## src/rtl/uart_tx_arbiter.sv

```systemverilog
// uart_tx_arbiter: round-robin packet scheduler feeding bytes from NUM_REQ sources into one MMIO UART slot.
// Bus outputs are registered: the action chosen in a state appears on the bus the following cycle.
module uart_tx_arbiter #(
   parameter int NUM_REQ   = 4,
   parameter int ID_W      = 2,
   parameter int DVSR_INIT = 53,
   parameter int MAX_PKT   = 64
) (
   input  logic                 clk,
   input  logic                 reset,
   input  logic [NUM_REQ-1:0]   req_valid,
   input  logic [8*NUM_REQ-1:0] req_data,
   input  logic [NUM_REQ-1:0]   req_last,
   output logic [NUM_REQ-1:0]   req_ready,
   input  logic [10:0]          cfg_dvsr,
   input  logic                 cfg_dvsr_we,
   output logic                 busy,
   output logic [ID_W-1:0]      grant_id,
   output logic                 cs,
   output logic                 read,
   output logic                 write,
   output logic [4:0]           addr,
   output logic [31:0]          wr_data,
   input  logic [31:0]          rd_data
);
   localparam int CNT_W = $clog2(MAX_PKT + 2);
   typedef enum logic [2:0] {INIT, IDLE, CHECK, SEND, GAP} state_t;
   state_t state_q, state_d;
   logic [ID_W-1:0] grant_q, grant_d, rr_q, rr_d, pick;
   logic [CNT_W-1:0] cnt_q, cnt_d;
   logic last_q, last_d, pend_q, pend_d, wr_q, wr_d, busy_q, found;
   logic [10:0] dvsr_q, dvsr_d;
   logic [4:0] addr_q, addr_d;
   logic [31:0] data_q, data_d;
   logic [NUM_REQ-1:0] ready_q, ready_d, gmask;
   logic [7:0] byte_g;
   logic valid_g, last_g, unused_ok;
   assign gmask = NUM_REQ'(1) << grant_q;
   assign valid_g = |(req_valid & gmask);
   assign last_g = |(req_last & gmask);
   assign byte_g = 8'(req_data >> {grant_q, 3'b000});
   assign unused_ok = ^{rd_data[31:10], rd_data[8:0]};
   // first valid requester after the rr pointer, with wrap-around
   always_comb begin
      found = 1'b0;
      pick = rr_q;
      for (int k = 1; k <= NUM_REQ; k++)
         for (int i = 0; i < NUM_REQ; i++)
            if (!found && req_valid[i] && (int'(rr_q) + k) % NUM_REQ == i) begin
               found = 1'b1;
               pick = ID_W'(i);
            end
   end
   always_comb begin
      state_d = state_q;
      grant_d = grant_q;
      rr_d = rr_q;
      cnt_d = cnt_q;
      last_d = last_q;
      pend_d = pend_q;
      dvsr_d = dvsr_q;
      wr_d = 1'b0;
      addr_d = '0;
      data_d = '0;
      ready_d = '0;
      case (state_q)
         INIT: begin
            wr_d = 1'b1;
            addr_d = 5'd1;
            data_d = {21'h0, 11'(DVSR_INIT)};
            state_d = IDLE;
         end
         IDLE:
            if (pend_q) begin
               wr_d = 1'b1;
               addr_d = 5'd1;
               data_d = {21'h0, dvsr_q};
               pend_d = 1'b0;
            end else if (found) begin
               grant_d = pick;
               rr_d = pick;
               cnt_d = '0;
               state_d = CHECK;
            end
         CHECK: state_d = (!rd_data[9] && valid_g) ? SEND : CHECK;
         SEND: begin
            wr_d = 1'b1;
            addr_d = 5'd2;
            data_d = {24'h0, byte_g};
            ready_d = gmask;
            cnt_d = cnt_q + CNT_W'(1);
            last_d = last_g;
            state_d = GAP;
         end
         GAP: state_d = (last_q || (MAX_PKT != 0 && cnt_q == CNT_W'(MAX_PKT))) ? IDLE : CHECK;
         default: state_d = INIT;
      endcase
      // a write landing on the apply cycle stays pending for the next IDLE cycle
      if (cfg_dvsr_we) begin
         pend_d = 1'b1;
         dvsr_d = cfg_dvsr;
      end
   end
   always_ff @(posedge clk) begin
      if (reset) begin
         state_q <= INIT;
         grant_q <= '0;
         rr_q <= ID_W'(NUM_REQ - 1);
         cnt_q <= '0;
         last_q <= 1'b0;
         pend_q <= 1'b0;
         dvsr_q <= 11'(DVSR_INIT);
         wr_q <= 1'b0;
         addr_q <= '0;
         data_q <= '0;
         ready_q <= '0;
         busy_q <= 1'b1;
      end else begin
         state_q <= state_d;
         grant_q <= grant_d;
         rr_q <= rr_d;
         cnt_q <= cnt_d;
         last_q <= last_d;
         pend_q <= pend_d;
         dvsr_q <= dvsr_d;
         wr_q <= wr_d;
         addr_q <= addr_d;
         data_q <= data_d;
         ready_q <= ready_d;
         busy_q <= state_d != IDLE;
      end
   end
   assign cs = wr_q;
   assign write = wr_q;
   assign read = 1'b0;
   assign addr = addr_q;
   assign wr_data = data_q;
   assign req_ready = ready_q;
   assign busy = busy_q;
   assign grant_id = grant_q;
endmodule

```

## config.mk

```make
export PLATFORM = sky130hd
export DESIGN_NAME = uart_tx_arbiter
export DESIGN_NICKNAME = d
export VERILOG_FILES = /design/src/rtl/uart_tx_arbiter.sv
export SDC_FILE = /design/constraint.sdc
export NUM_CORES = 1
export LEC_CHECK = 0
export BUFFER_PORTS_ARGS = -buffer_cell sky130_fd_sc_hd__buf_2
export CORE_MARGIN = 2
export CORE_UTILIZATION = 34
export DETAILED_ROUTE_END_ITERATION = 10
export SETUP_SLACK_MARGIN = 0.05
export SYNTH_ARGS = -nofsm -noshare
export SYNTH_HDL_FRONTEND = slang
export SYNTH_SLANG_ARGS = --single-unit
```

## constraint.sdc

```tcl
create_clock -name clk -period 2.6 [get_ports clk]
set_clock_uncertainty 0.15 [all_clocks]
set_input_delay 0.39 -clock clk [delete_from_list [all_inputs] [get_ports clk]]
set_output_delay 0.39 -clock clk [all_outputs]
set_load 0.03 [all_outputs]
```

==> results of run 1 <==
worst min-delay path by stage:
stage                 from   endpoint  cells past startpoint
4_1_cts        cfg_dvsr[5]  dvsr_q[5]                      2
2_1_floorplan       last_q     last_q                      2
3_5_place_dp        last_q     last_q                      2
6_report       cfg_dvsr[5]  dvsr_q[5]                      2
5_1_grt        cfg_dvsr[5]  dvsr_q[5]                      2
3_3_place_gp        last_q     last_q                      2
sequential cells by signal, summed over array words and instances (netlist names):
name / cells
grant_id: 2
rr_q: 2
busy: 1
pend_q: 1
dvsr_q: 11
cnt_q: 7
addr: 2
last_q: 1
cs: 1
state_q: 3
wr_data: 11
req_ready: 4
worst max-delay path, cell delays in order (launching register included):
cell,delay (ns)
dfxtp_1,0.67
buf_4,0.27
buf_2,0.21
through the flow:
step	cell area (sq um)	total power, mW
finish	2700	1.79
global route	2700	1.89
CTS	2700	1.80
detailed placement	2590	1.28
global placement	2590	1.28
floorplan	2360	1.18
logic make-up after synthesis:
kind of cell | after synthesis | share of synthesized area (%)
AOI/OAI and AO/OA | 42 | 13.5
adders and majority gates | 2 | 1.10
buffers and inverters | 48 | 12.7
DFF | 46 | 40.6
muxes | 18 | 13.5
other | 1 | 0.165
and+or+nand+nor | 80 | 18.4
where the power goes:
group	leakage [nW]	switching, mW	total [mW]	internal, mW
Sequential	0.377	0.0523	0.810	0.758
Clock	0.0579	0.244	0.527	0.283
Combinational	0.812	0.270	0.451	0.181
layer usage:
metal / vias to the layer above / track usage [%] / routed length [microns]
met5: - / 0 / 0
met4: 0 / 3.61 / 33
met3: 4 / 3.56 / 299
met2: 62 / 21.9 / 2390
met1: 831 / 18.1 / 2350
li1: 928 / - / -
layout make-up:
cell class,count,area share [%]
Inverter,6,0.834
Multi-Input combinational cell,167,42.5
Tap cell,77,3.57
Sequential cell,46,34.1
Clock inverter,3,1.48
Clock buffer,5,2.55
Timing Repair Buffer,79,14.9
layout by cell type (no fill, tap or decap), types with 6 or more instances in the layout:
master and n:
inv_1 6, nor2_1 29, a21oi_1 7, buf_2 76
mux2i_1 8, conb_1 25, mux4_2 10, and3_1 6
nand2_1 10, dfxtp_1 46
==> summary.md, run 1 <==
| Metric | Value |
|---|---|
| Die height | `85.7 microns` |
| Worst Hold Class | `input port to flop` |
| Synth top area cells | `dfxtp_1, mux4_2, buf_4` |
| WL per Instance | `between 10 and 15 microns` |
| Ys Warns | `0` |
| Final Non-Filler Cells | `between 300 and 400` |
| Inserted Diodes | `0` |
| Resize count post-CTS | `0` |
| Core area | `approximately 0.0064 sq mm` |
| FFs w/ async S/R, synth | `0%` |
| CP arrival | `~1.5 ns` |
| Critical path type | `flop to primary output` |
| Reg-to-reg endpoint | `cnt_q[2]` |
| Worst-margin pin slew | `between 0.5 and 0.6 ns` |
| Final Setup Violations | `0` |
| Post-DRT Antenna Nets | `0` |
| 1st-iter DRT viols | `73` |
| Maximum clock insertion buffer count | `2` |
| CP startpoint | `grant_id[0]` |
| CP required | `a little over 2 ns` |
| Max cap viols | `0` |
| Largest net degree at the start of global routing | `30` |
| Most common cell in the netlist | `dfxtp_1` |
| Worst-path clk slew | `roughly 0.090 ns` |
| Synth cell types | `45` |
| Worst R2R Path Depth | `5` |
| Synth Register Bits | `46` |
| Area of the multi-input gates | `between 0.001 and 0.0015 sq mm` |
| Fillcell total | `657` |
| # hold bufs at CTS | `0` |
| Rel. slew slack | `between 60% and 70%` |
| Synth top cells by count | `dfxtp_1, nor2_1, buf_4` |
| Peak supply drop | `0.362 mV` |
| Final WS setup | `about 0.61 ns` |
| Pins Over Slew Limit | `0` |
| Post-synth EDFFs | `0` |
| IO Count | `133` |
| Crit path max fanout | `9` |
| RSZ-0062 raised after global routing | `no` |
| Initial core utilization | `35.5%` |
| DR vias/cell | `between 4 and 5` |
| Fin nets | `approximately 400` |
| Primary FF master, synth | `dfxtp_1` |
| Placed Cells | `~380` |
| Share of the synthesized area in the top cell type | `40.6%` |
| Synthesized netlist cell count | `237` |
| Gp weighted congestion | `0.730` |
| First-pass detailed-route iteration total | `4` |
| First-pass GRT wire length | `slightly below 8000 microns` |
| Die area | `about 0.0073 sq mm` |
| Hpwl dp | `3790 microns` |
| Place WS | `about 0.54 ns` |
| Sequential element share of the synthesized area | `roughly two fifths` |
| Residual DRC | `0` |
| Initial antenna violation count | `0` |
| Cell Area, Synth | `between 0.002 and 0.0025 sq mm` |
| DRT Wirelength | `between 5000 and 6000 microns` |
| Register Area | `approximately 920 sq um` |
| Clock Latency Late Sink | `~0.30 ns` |
| Final Cycle Share | `76.6%` |
| Gr usage total | `between 10% and 20%` |
| Vias in the first global route | `between 1.5k and 2k` |
| # clock sinks | `46` |
| Area Overhead vs Synth | `19.0%` |
| Setup TNS | `0 ns` |
| Startpoint Class | `flop` |
| Grt total ovfl | `0` |
| Worst setup path end | `grant_id[0]` |
| Fin crit period | `~2 ns` |
| Reg2reg start | `state_q[0]` |
| Layout cell share with drive strength beyond 1 | `33.0%` |
| PD cells | `roughly 660 mW/mm^2` |
| CTS tree | `built` |
| CTS Root Cell | `clkbuf_8` |
| Setup Fix Bufs, Post-CTS | `0` |
| Reg-to-reg slack, setup | `about 0.65 ns` |
| Crit end category | `primary output` |
| Leak | `1.25 nW` |
| Fin Hold WS | `~0.15 ns` |
| FMAX | `between 500 and 600 MHz` |
| Routed via count | `about 1.8k` |
| Final hold vios | `0` |
| Syn_area_per_cell | `9.57 sq um` |
| Final core occ | `between 40% and 50%` |
| Cell Rows | `29` |
| H-tree lvl count | `2` |
| Outcome | `finished, final reports clean` |
| Clock buffer count from CTS | `5` |
| Die width | `85.7 microns` |
| Port bufs | `76` |
| Largest area contributor in the netlist | `dfxtp_1` |
(Power assumes the default switching activity.)
==> inputs of run 2 (changes only) <==
clock period = 2.1 ns   (was 2.6 ns; I/O delays follow)
==> run 2 against run 1 <==
Sequential share of layout area fell by 0.54 points; critical path depth is the same; design area grew 1.6%; total power up 25%; hold slack worse by 0.069 ns; setup slack got worse by 0.32 ns; sequential power is 22% higher; critical path type unchanged; highest routed layer unchanged.
==> summary.md, run 2 (synthesis results as in run 1) <==
| Metric | Value |
|---|---|
| Residual DRC | `0` |
| Cell Rows | `29` |
| Final hold vios | `0` |
| Fillcell total | `~640` |
| Area Overhead vs Synth | `21.0%` |
| Leak | `roughly 1.3 nW` |
| Die width | `approximately 86 microns` |
| Peak supply drop | `0.432 mV` |
| First-pass detailed-route iteration total | `5` |
| Final WS setup | `0.292 ns` |
| WHS Path Cells | `2` |
| Vias in the first global route | `approximately 1.7k` |
| Die area | `about 0.0073 sq mm` |
| Placement Cell Area | `0.00263 sq mm` |
| Hold_sp | `cfg_dvsr[2]` |
| Register Area | `921 sq um` |
| Internal power | `around 1.5 mW` |
| Routed via count | `between 1.5k and 2k` |
| Final Setup Violations | `0` |
| Clock Latency Late Sink | `around 0.29 ns` |
| Commonest cells after routing, fill and taps aside | `buf_2, dfxtp_1, nor2_1` |
| Largest net degree at the start of global routing | `30` |
| Hold EP | `dvsr_q[2]` |
| Setup Fix Bufs, Post-CTS | `0` |
| CP required | `roughly 1.6 ns` |
| Reg-to-reg endpoint | `wr_data[2]` |
| # clock sinks | `46` |
| Startpoint Class | `flop` |
| Clock share of power | `29.1%` |
| Critical path type | `flop to primary output` |
| Comb pwr share | `between 20% and 30%` |
| Resize count post-CTS | `0` |
| DR vias/cell | `between 4 and 5` |
| H-tree lvl count | `2` |
| Reg2reg start | `grant_id[0]` |
| Max stage delay cell, worst path | `dfxtp_1` |
| CP Cell Sequence | `buf_4, buf_2` |
| Maximum clock insertion buffer count | `2` |
| Core area | `about 0.0064 sq mm` |
| Hpwl dp | `between 3000 and 4000 microns` |
| Worst Hold Class | `input port to flop` |
| Worst R2R Path Depth | `4` |
| FMAX | `around 550 MHz` |
| First-pass GRT wire length | `8100 microns` |
| Worst-path clk slew | `approximately 0.090 ns` |
| Most common cell after layout, fill and taps aside | `buf_2` |
| CTS tree | `built` |
| Gp weighted congestion | `~0.76` |
| CTS Root Cell | `clkbuf_8` |
| Grt total ovfl | `0` |
| Final Non-Filler Cells | `387` |
| DRT Wirelength | `roughly 5100 microns` |
| Fin nets | `between 300 and 400` |
| Outcome | `finished, final reports clean` |
| # hold bufs at CTS | `0` |
| Net Switching | `700 uW` |
| Critical Path Max Stage Delay | `0.62 ns` |
| PD cells | `a little over 800 mW/mm^2` |
| Inserted Diodes | `0` |
| Place WS | `0.186 ns` |
| Sw frac | `roughly 31%` |
| IO Count | `between 100 and 150` |
| CP arrival | `roughly 1.3 ns` |
| Crit end category | `primary output` |
| Fin crit period | `approximately 1.8 ns` |
| Crit path max fanout | `11` |
| Pins Over Slew Limit | `0` |
| Post-DRT Antenna Nets | `0` |
| Worst-margin pin slew | `approximately 0.57 ns` |
| Gr usage total | `between 10% and 20%` |
| Final Cycle Share | `around 86%` |
| Rel. slew slack | `62.2%` |
| Area of the multi-input gates | `roughly 0.0011 sq mm` |
| Port bufs | `between 70 and 80` |
| 1st-iter DRT viols | `74` |
| Placed Cells | `between 300 and 400` |
| Die height | `around 86 microns` |
| Sequential share of power | `between 40% and 50%` |
| RSZ-0062 raised after global routing | `no` |
| Max cap viols | `0` |
| Initial core utilization | `35.5%` |
| Reg-to-reg slack, setup | `about 0.3 ns` |
| Setup TNS | `0 ns` |
| Initial antenna violation count | `0` |
| Fin area | `approximately 0.0027 sq mm` |
| Clock buffer count from CTS | `5` |
| Layout cell share with drive strength beyond 1 | `around a third` |
| WL per Instance | `13.1 microns` |
-- run 2: cell count changes in the layout (fill, tap and decap cells not counted) --
cell        change
clkbuf_1        +1
clkinv_2        -2
clkinvlp_4      +1
buf_12          +1
buf_4           +3
-- run 2: power by group through the flow --
stage | combinational (mW) | sequential [mW] | clock [mW]
4_1_cts | 0.599 | 0.992 | 0.676
3_5_place_dp | 0.597 | 1.01 | 0
3_3_place_gp | 0.592 | 1.01 | 0
2_1_floorplan | 0.409 | 1.06 | 0
5_1_grt | 0.651 | 1.00 | 0.707
6_report | 0.596 | 0.991 | 0.651
-- run 2: critical path, delay by kind of cell, from the launching register on --
| kind | cells | cell delay (ns) |
|---|---|---|
| flip-flops | 1 | 0.62 |
| buffers and inverters | 2 | 0.43 |
-- run 2: stage by stage --
step / util [%] / power (mW) / hold WS (ns)
after global routing: 42.9 / 2.36 / 0.0611
after global placement: 41.2 / 1.60 / 0.299
after floorplan: - / 1.47 / 0.286
after CTS: 42.9 / 2.27 / 0.0640
final: 42.9 / 2.24 / 0.0776
after detailed placement: 41.2 / 1.61 / 0.304
-- run 2: worst max path at each step --
stage,slack (ns),cells after the start,endpoint,startpoint
detailed placement,0.19,5,cnt_q[2],req_valid[0]
finish,0.29,2,grant_id[1],grant_id[1]
global placement,0.20,5,cnt_q[2],req_valid[0]
floorplan,0.13,5,wr_data[1],grant_id[0]
global route,0.19,4,wr_data[4],grant_id[0]
CTS,0.25,2,grant_id[1],grant_id[1]
-- run 2: final cells by class --
cell class / instances / share of cell area [%]
Tap cell: 77 / 3.51
Sequential cell: 46 / 33.6
Inverter: 6 / 0.821
Clock buffer: 6 / 2.65
Timing Repair Buffer: 83 / 16.2
Multi-Input combinational cell: 167 / 41.8
Clock inverter: 2 / 1.37
-- run 2: layer usage --
layer  wire, microns  GRT usage [%]
met1            2360           19.0
met2            2310           21.3
met3             358           3.66
met4              42           4.33
met5               0              0
==> inputs of run 3 (changes only) <==
BUFFER_PORTS_ARGS = unset   (was -buffer_cell sky130_fd_sc_hd__buf_2)
CORE_MARGIN = 1   (was 2)
DONT_BUFFER_PORTS = 1   (was unset)
clock period = 2.2 ns   (was 2.1 ns; I/O delays follow)
==> run 3 against run 2 <==
Flip-flop and latch count stayed put; routed wire length down 2.5%; first-iteration DRC count is 39% higher; critical path depth increased by 1; clock power fell by 18%; design area is 13% lower; sequential power barely moved; via count shrank 14%; utilization down 5.6 points; highest routed layer unchanged.
==> summary.md, run 3 (synthesis results as in run 1) <==
| Metric | Value |
|---|---|
| 1st-iter DRT viols | `roughly 100` |
| Area Overhead vs Synth | `5.30%` |
| Routing usage on met2 | `between 20 and 25%` |
| Placement Cell Area | `~0.0022 sq mm` |
| Fin nets | `between 300 and 400` |
| Core area | `between 0.006 and 0.007 sq mm` |
| Critical Path Max Stage Delay | `between 1 and 1.5 ns` |
| Reg-to-reg endpoint | `grant_id[0]` |
| Gr busiest metal | `met2` |
| Final WS setup | `roughly 0.23 ns` |
| Family with the most delay on the worst path | `buffers and inverters` |
| Worst R2R Path Depth | `4` |
| First-pass detailed-route iteration total | `4` |
| Crit path max fanout | `24` |
| Final Non-Filler Cells | `approximately 320` |
| Layout cell share with drive strength beyond 1 | `around an eighth` |
| FMAX | `around 510 MHz` |
| H-tree lvl count | `2` |
| Critical path type | `input port to flop` |
| Fin crit period | `approximately 2.0 ns` |
| Routing usage on met1 | `between 10% and 20%` |
| Peak supply drop | `between 0.3 and 0.4 mV` |
| Worst Hold Class | `input port to flop` |
| Gp weighted congestion | `~0.77` |
| GR Layer Usage met3 | `under 10%` |
| Vias in the first global route | `approximately 1.5k` |
| CP arrival | `2.00 ns` |
| Routed via count | `around 1.6k` |
| PD cells | `around 800 mW/mm^2` |
| Clock Latency Late Sink | `0.29 ns` |
| WL per Instance | `15.6 microns` |
| CTS tree | `built` |
| Maximum clock insertion buffer count | `2` |
| Leak | `0.951 nW` |
| Internal power | `1.32 mW` |
| Gr usage total | `about 14%` |
| Initial antenna violation count | `0` |
| Most common cell after layout, fill and taps aside | `dfxtp_1` |
| Cell Rows | `29` |
| # clock sinks | `46` |
| CP required | `2.23 ns` |
| CP startpoint | `reset` |
| Sw frac | `between 30% and 40%` |
| Max stage delay cell, worst path | `dlygate4sd3_1` |
| Placed Cells | `302` |
| First-pass GRT wire length | `a little over 8000 microns` |
| Rel. slew slack | `between 30% and 40%` |
| Setup TNS | `0 ns` |
| Largest net degree at the start of global routing | `25` |
| CP Cell Sequence | `dlygate4sd3_1, nor4_1, or2_2` |
| Crit end category | `flop` |
| Startpoint Class | `input port` |
| DRT Wirelength | `about 5000 microns` |
| IO Count | `approximately 130` |
| Outcome | `finished, final reports clean` |
| Die height | `roughly 84 microns` |
| Net Switching | `around 640 uW` |
| Reg2reg start | `state_q[2]` |
| Post-DRT Antenna Nets | `0` |
| CTS Root Cell | `clkbuf_8` |
| Max cap viols | `0` |
| Port bufs | `0` |
| Total Power | `between 1.5 and 2 mW` |
| Worst setup path end | `cs` |
| Fin area | `about 0.0024 sq mm` |
| Reg-to-reg slack, setup | `0.37 ns` |
| Commonest cells after routing, fill and taps aside | `dfxtp_1, nor2_1, conb_1` |
| Worst Path Buf+Inv | `1` |
| Worst-path clk slew | `around 0.090 ns` |
| Pins Over Slew Limit | `0` |
| Setup Fix Bufs, Post-CTS | `0` |
| DR vias/cell | `5.13` |
| Clock buffer count from CTS | `5` |
| Clock share of power | `a little over a quarter` |
| Place WS | `around 0.31 ns` |
| RSZ-0062 raised after global routing | `no` |
| Residual DRC | `0` |
| Sequential share of power | `a little over half` |
| Worst-margin pin slew | `approximately 0.97 ns` |
| Grt total ovfl | `0` |
| Inserted Diodes | `0` |
| Critical path depth | `3` |
| Final Setup Violations | `0` |
| Comb pwr share | `20.7%` |
| Final Cycle Share | `about nine tenths` |
| Hpwl dp | `around 3600 microns` |
| Die width | `between 80 and 90 microns` |
| Final hold vios | `0` |
| Initial core utilization | `a little over a third` |
| Die area | `0.00700 sq mm` |
==> run 3: cell count changes in the layout (fill, tap and decap cells not counted), sizes merged <==
cell         before  now
clkinv            0    1
bufinv            1    0
buf              83    6
dlygate4sd3       0    6
==> run 3: repair_timing <==
item | CTS | global route
hold buffers | 4 | 2
endpoints found under the hold margin | 24 | 2
resized for setup | 0 | 0
==> run 3: area by class of cell <==
type | count | area (sq um)
Tap cell | 77 | 96.3
Fill cell | 647 | 4000
Timing Repair Buffer | 12 | 105
Clock inverter | 2 | 12.5
Sequential cell | 46 | 921
Clock buffer | 6 | 82.6
Inverter | 6 | 22.5
Multi-Input combinational cell | 167 | 1150
==> run 3: worst min-delay path by stage <==
| stage | start | to | slack (ns) | cells past startpoint |
|---|---|---|---|---|
| after CTS | cfg_dvsr[2] | dvsr_q[2] | 0.0006 | 1 |
| after detailed placement | reset | last_q | 0.26 | 1 |
| after global routing | reset | state_q[2] | 0.005 | 1 |
| after floorplan | last_q | last_q | 0.29 | 2 |
| after global placement | reset | last_q | 0.26 | 1 |
| final | cfg_dvsr_we | pend_q | 0.006 | 2 |
==> run 3: metrics by stage <==
stage          utilization [%]  hold WS (ns)
4_1_cts                   37.1      0.000553
3_5_place_dp              35.0         0.258
6_report                  37.4       0.00617
5_1_grt                   37.4       0.00527
2_1_floorplan                -         0.286
3_3_place_gp              35.0         0.257
==> run 3: power groups by stage <==
stage                     sequential, mW  clock (mW)  combinational [mW]
final                               1.02       0.535               0.405
after global routing                1.03       0.595               0.444
after CTS                           1.02       0.550               0.402
after detailed placement            1.04           0               0.387
after global placement              1.04           0               0.385
after floorplan                     1.01           0               0.390
==> run 3: metal layers <==
layer	share of wire (%)	up-vias	wire length [microns]
met2	46	74	2260
li1	-	795	-
met3	9.2	4	452
met5	0	-	0
met4	1.2	0	59
met1	44	747	2160
